**config.mk**
```make
export PLATFORM = sky130hd
export DESIGN_NAME = prod_accum
export DESIGN_NICKNAME = d
export VERILOG_FILES = /design/src/rtl/prod_accum.sv
export SDC_FILE = /design/constraint.sdc
export NUM_CORES = 1
export LEC_CHECK = 0
export ABC_CLOCK_PERIOD_IN_PS = 5200
export BUFFER_PORTS_ARGS = -buffer_cell sky130_fd_sc_hd__buf_2
export CAP_MARGIN = 10
export CORE_ASPECT_RATIO = 0.5
export CORE_UTILIZATION = 30
export DETAILED_ROUTE_END_ITERATION = 8
export GPL_TIMING_DRIVEN = 0
export PLACE_DENSITY_LB_ADDON = 0.12
export SYNTH_ARGS = -nofsm -noshare
export SYNTH_HDL_FRONTEND = slang
export SYNTH_SLANG_ARGS = --single-unit
```
**constraint.sdc**
```tcl
create_clock -name clk -period 5.2 [get_ports clk]
set_input_delay 0.52 -clock clk [delete_from_list [all_inputs] [get_ports clk]]
set_output_delay 0.52 -clock clk [all_outputs]
set_load 0.05 [all_outputs]
```
**src/rtl/prod_accum.sv**
```systemverilog
// Block accumulator for the multiply-stage product stream: sums N_SAMPLES products per start
// pulse and presents each sum on a valid/ready register. `define PROD_ACCUM_MAX_EN adds out_max.
module prod_accum #(
  parameter int N_SAMPLES = 4,
  parameter int ACC_W     = 10
) (
  input  logic             clk,
  input  logic             res,
  input  logic [7:0]       in_data,
  input  logic             in_valid,
  input  logic             start,
  output logic [ACC_W-1:0] out_sum,
  output logic             out_valid,
  input  logic             out_ready,
`ifdef PROD_ACCUM_MAX_EN
  output logic [7:0]       out_max,
`endif
  output logic             busy,
  output logic             drop_err
);

  localparam int CNT_W = (N_SAMPLES > 1) ? $clog2(N_SAMPLES) : 1;
  localparam logic [CNT_W-1:0] LAST = CNT_W'(N_SAMPLES - 1);

  typedef enum logic [1:0] {
    IDLE  = 2'd0,
    ACCUM = 2'd1,
    STALL = 2'd2
  } state_t;

  state_t           state;
  logic [ACC_W-1:0] acc;
  logic [ACC_W-1:0] pend;
  logic [CNT_W-1:0] cnt;
  logic [ACC_W-1:0] sum_next;
  logic             drain;
  logic             slot_free;

  assign sum_next  = acc + ACC_W'(in_data);
  assign drain     = out_valid && out_ready;
  assign slot_free = !out_valid || out_ready;

`ifdef PROD_ACCUM_MAX_EN
  logic [7:0] max_cur;
  logic [7:0] max_pend;
  logic [7:0] max_next;

  assign max_next = (in_data > max_cur) ? in_data : max_cur;
`endif

  always_ff @(posedge clk) begin
    if (res) begin
      state     <= IDLE;
      acc       <= '0;
      cnt       <= '0;
      pend      <= '0;
      out_sum   <= '0;
      out_valid <= 1'b0;
      busy      <= 1'b0;
      drop_err  <= 1'b0;
`ifdef PROD_ACCUM_MAX_EN
      max_cur   <= '0;
      max_pend  <= '0;
      out_max   <= '0;
`endif
    end else begin
      // A handshake empties the slot; a completion below may refill it on the same edge.
      if (drain) out_valid <= 1'b0;

      unique case (state)
        IDLE: begin
          if (start) begin
            state <= ACCUM;
            busy  <= 1'b1;
            acc   <= '0;
            cnt   <= '0;
`ifdef PROD_ACCUM_MAX_EN
            max_cur <= '0;
`endif
          end
        end

        ACCUM: begin
          if (in_valid) begin
            if (cnt == LAST) begin
              if (slot_free) begin
                out_sum   <= sum_next;
                out_valid <= 1'b1;
                state     <= IDLE;
                busy      <= 1'b0;
`ifdef PROD_ACCUM_MAX_EN
                out_max   <= max_next;
`endif
              end else begin
                pend  <= sum_next;
                state <= STALL;
`ifdef PROD_ACCUM_MAX_EN
                max_pend <= max_next;
`endif
              end
            end else begin
              acc <= sum_next;
              cnt <= cnt + CNT_W'(1);
`ifdef PROD_ACCUM_MAX_EN
              max_cur <= max_next;
`endif
            end
          end
        end

        STALL: begin
          if (in_valid) drop_err <= 1'b1;
          if (drain) begin
            out_sum   <= pend;
            out_valid <= 1'b1;
            state     <= IDLE;
            busy      <= 1'b0;
`ifdef PROD_ACCUM_MAX_EN
            out_max   <= max_pend;
`endif
          end
        end

        default: begin
          state <= IDLE;
          busy  <= 1'b0;
        end
      endcase
    end
  end

endmodule

```
After elaboration in Yosys (flattened, before gate mapping)
Cells that the tools add are included.
Storage, ports and cells
  register bits after elaboration: 37
  input port bits: 13
  output and inout bits: 13
  logic and storage cells: 63
Operators by class
  add/subtract/negate cells: 2
  eq/ne operators: 9
  multiplexer cells: 31
  bitwise logic cells: 1
  reductions and logical operators: 12
Operator list (number)
  $mux 10: 7
  $pmux 10 s2: 2
  $mux 2: 8
  $ne 2x2->1 const B: 6
  $reduce_and 4->1: 3
  $add 10x8->10: 1
  $mux 1: 10
  $reduce_and 5->1: 2
  $pmux 2 s3: 1
  $eq 2x2->1 const B: 2
  $pmux 2 s2: 1
  $reduce_bool 2->1: 2
  $pmux 1 s3: 1
  $add 2x1->2 const B: 1
  $eq 2x1->1 const B: 1
  $logic_not 2->1: 1
  $pmux 1 s2: 1
  $reduce_and 2->1: 1
  $logic_and 1x1->1: 1
  $logic_not 1->1: 1
  $logic_or 1x1->1: 1
  $not 1->1: 1

Depth between registers and ports, before layout
  word-level depth: 6
  depth in mapped cells: 8
  gate-level depth less buffers: 8

Worst setup path after synthesis
Ideal clock, no wire load.
  path type: input to register
  start: input in_data[0]
  end: register out_sum[8]
  setup time: 91 ps
  arrival: 2082 ps
  required time: 5109 ps
  slack: 3027 ps
  stages: 8
  buffers on the path: 0
  cells stage by stage: ha_1 > inv_1 > fa_1 > nand2b_1 > a211oi_1 > mux2i_1 > o21bai_1 > a311oi_1
Between the ends
  longest elaborated chain between the ends: 5
RTL lines
  start: declaration: RTL line 9  | input logic [7:0] in_data,
  $add 10x8->10: RTL line 39  | assign sum_next = acc + ACC_W'(in_data);
  $mux 10: RTL line 86  | if (slot_free) begin
  $mux 10: RTL line 85  | if (cnt == LAST) begin
  $mux 10: RTL line 84  | if (in_valid) begin
  $pmux 10 s2: RTL line 70  | unique case (state)
  end signal: assignment: RTL line 87  | out_sum <= sum_next;
  end signal: assignment: RTL line 114  | out_sum <= pend;
  end: declaration: RTL line 12  | output logic [ACC_W-1:0] out_sum,
No other way between the ends. The select of a mux whose other input is x is not followed.
A chain may end at the register's enable or synchronous reset.

Final worst setup path
  start: register acc[0]
  end: register out_sum[8]
Between the ends
  longest elaborated chain between the ends: 5
RTL lines
  start: declaration: RTL line 32  | logic [ACC_W-1:0] acc;
  start signal: assignment: RTL line 102  | acc <= sum_next;
  $add 10x8->10: RTL line 39
  $mux 10: RTL line 86
  $mux 10: RTL line 85
  $mux 10: RTL line 84
  $pmux 10 s2: RTL line 70
No other way between the ends. The select of a mux whose other input is x is not followed.

==> flow_summary.ini <==
[status]
status = finished, final reports clean

[sta]
fmax_ghz = 0.424
finClkSkew_ns = 0.00586
rsz0062_at_grt = no
setup_tns_ns = 0
final-setup-viol-count = 0
fin_crit_sh_pct = 45.3
slew_headroom_pct = 58.5
slew_viol_final = 0
min_period_ns = 2.36
hold_viol = 0
worst-slew-pin-transition_ns = 0.616

[synth]
syn-num-nets = 276
ys_warn_count = 0
syn_area_sq_um = 2060
synth.cells.most_frequent = dfxtp_1 (37), nand2_1 (27), nor2_1 (27)
synth_area_leaders = dfxtp_1 (36%), ha_1 (7.3%), a21oi_1 (6.3%), nand2_1 (4.9%), nor2_1 (4.9%)
synth_most_common_cell = dfxtp_1
synthFlopType = dfxtp_1
synthCells = 250
ys_types = 47
synth.top_cell.area_share_pct = 36.0
synth-seq-cells = 37
avgSynthCellArea_sq_um = 8.22
synth-edff-count = 0
synth_area_leader_cell = dfxtp_1
postSynth.asyncResetShare_pct = 0
yosysSeqAreaShare_pct = 36.0

[cells_and_area]
fillers = 665
layout-drive-gt1-share_pct = 15.9
fin_nets = 308
antenna_cells = 0
final_util_pct = 38.9
syn2layout_area_growth_pct = 19.8

[route]
postRouteAntennaNets = 0
wl_met3_um = 302
drtIter0Drc = 66
dr.pass1.iters = 4
wl_met2_mm = 2.31
met1_length_mm = 2.77
drc = 0
avgRoutedWirePerCell_um = 14.7
top_layer_used = met4
routed_wl_mm = 5.44
vias = 1883
drt-vias-per-instance = 5.08

[setup_path]
crit_path_end_kind = register
worstSetupStartpointType = register
path_class = reg2reg
path_max_fanout = 3
crit_arrival_ns = 2.55
crit_required_ns = 5.39
r2r-start = acc[0]
startpoint = acc[0]

[cts]
htree_levels = 2
root_buffer = clkbuf_16
cts_sinks = 37
tritoncts = done
cts_setup_buffers = 0
cts_resized = 0
cts_buffer_depth = 2
numCtsBuffers = 5
clk_pin_slew_ns = 0.06
cts_hold_buf = 0
clock_latency_ns = 0.28

[worst_hold_path]
hold_path.class = reg2reg
holdCritStartpoint = pend[3]

[global_route]
antenna_found_initial = 0
overflow = 0
grt_pass1_wl_mm = 9.05
grt_start_max_net_pins = 14
grt_pass1_vias = 1771
grt_usage_pct = 16.8

[power]
p_per_area_nw_per_um2 = 320
power_leakage_nw = 0.938
peakVddDrop_mv = 0.117

[flow_run]
drv_cap = 0

[floorplan]
dieArea_sq_um = 7210
die_width_um = 119
die_y_um = 60.5
initial_utilization_pct = 32.5
core_sq_um = 6330
ios = 26
rows = 20

[place]
globalplace.congestion = 0.852
dp_hpwl_mm = 4.06
port_buffers = 25
==> kinds of logic (layout without fill, tap and decap cells) <==
| group | after synthesis | after routing | synth area share, % |
|---|---|---|---|
| buffers and inverters | 22 | 55 | 4.81 |
| adder cells (fa/ha/maj) | 13 | 13 | 8.28 |
| AND/OR/NAND/NOR | 95 | 95 | 22.7 |
| XOR/XNOR | 2 | 2 | 0.852 |
| flip-flops | 37 | 37 | 36.0 |
| multiplexers | 8 | 8 | 3.90 |
| AO/OA/AOI/OAI | 73 | 73 | 23.4 |
==> worst max-delay path, stage by stage, from the launching register on <==
cell      delay (ns)
dfxtp_1         0.34
ha_1            0.19
inv_1           0.06
fa_1            0.42
nand2b_1        0.20
a211oi_1        0.32
mux2i_1         0.35
o21bai_1        0.13
a311oi_1        0.24
==> where the power goes <==
part	leakage [nW]	internal [mW]	switching, mW
logic	0.558	0.0414	0.0936
registers	0.300	0.295	0.00607
clock network	0.0800	0.227	0.126
==> cell usage in the layout, fill, tap and decap left out, types with 5 or more instances in the layout <==
| cell type | netlist | routed |
|---|---|---|
| nor3_1 | 7 | 7 |
| dfxtp_1 | 37 | 37 |
| mux2i_1 | 8 | 8 |
| inv_1 | 9 | 9 |
| a211oi_1 | 7 | 7 |
| nand3_1 | 7 | 7 |
| a21oi_1 | 26 | 26 |
| nand2_1 | 27 | 27 |
| clkbuf_16 | 0 | 5 |
| ha_1 | 12 | 12 |
| nor2_1 | 27 | 27 |
| a22oi_1 | 5 | 5 |
| buf_2 | 3 | 28 |
| o21ai_0 | 9 | 9 |
| clkbuf_1 | 6 | 6 |
==> registers in the layout, summed over array words and instances, names as in the netlist <==
register,cells
acc,10
out_valid,1
pend,10
busy,1
drop_err,1
out_sum,10
state,2
cnt,2
==> worst paths after layout <==
kind / end / slack, ns / depth (start not counted)
worst max-delay path: out_sum[8] / 2.84 / 8
worst min-delay path: pend[3] / 0.45 / 2
worst max register to register: out_sum[8] / 2.84 / 8
worst min register to register: pend[3] / 0.45 / 2
==> layout make-up <==
class | instances | area (sq um) | area share (%)
Buffer | 13 | 65.1 | 2.64
Timing Repair Buffer | 25 | 125 | 5.08
Clock buffer | 5 | 125 | 5.08
Tap cell | 88 | 110 | 4.47
Clock inverter | 3 | 46.3 | 1.88
Multi-Input combinational cell | 191 | 1220 | 49.4
Sequential cell | 37 | 741 | 30.1
Inverter | 9 | 33.8 | 1.37
==> through the flow <==
stage               power [mW]  std cells  cell area, sq um  worst slack, ns  hold slack (ns)
floorplan                0.405        250              2060             3.03            0.427
global placement         0.440        363              2290             2.60            0.441
detailed placement       0.442        363              2290             2.60            0.446
CTS                      0.798        371              2460             2.84            0.455
global route             0.826        371              2460             2.62            0.467
finish                   0.789        371              2460             2.84            0.452
==> routing by layer <==
layer / global-route usage, % / up-vias
met1: 22.9 / 870
met3: 4.04 / 7
li1: - / 970
met2: 26.2 / 36
met4: 6.51 / 0
met5: 0 / -
(Power assumes the default switching activity.)
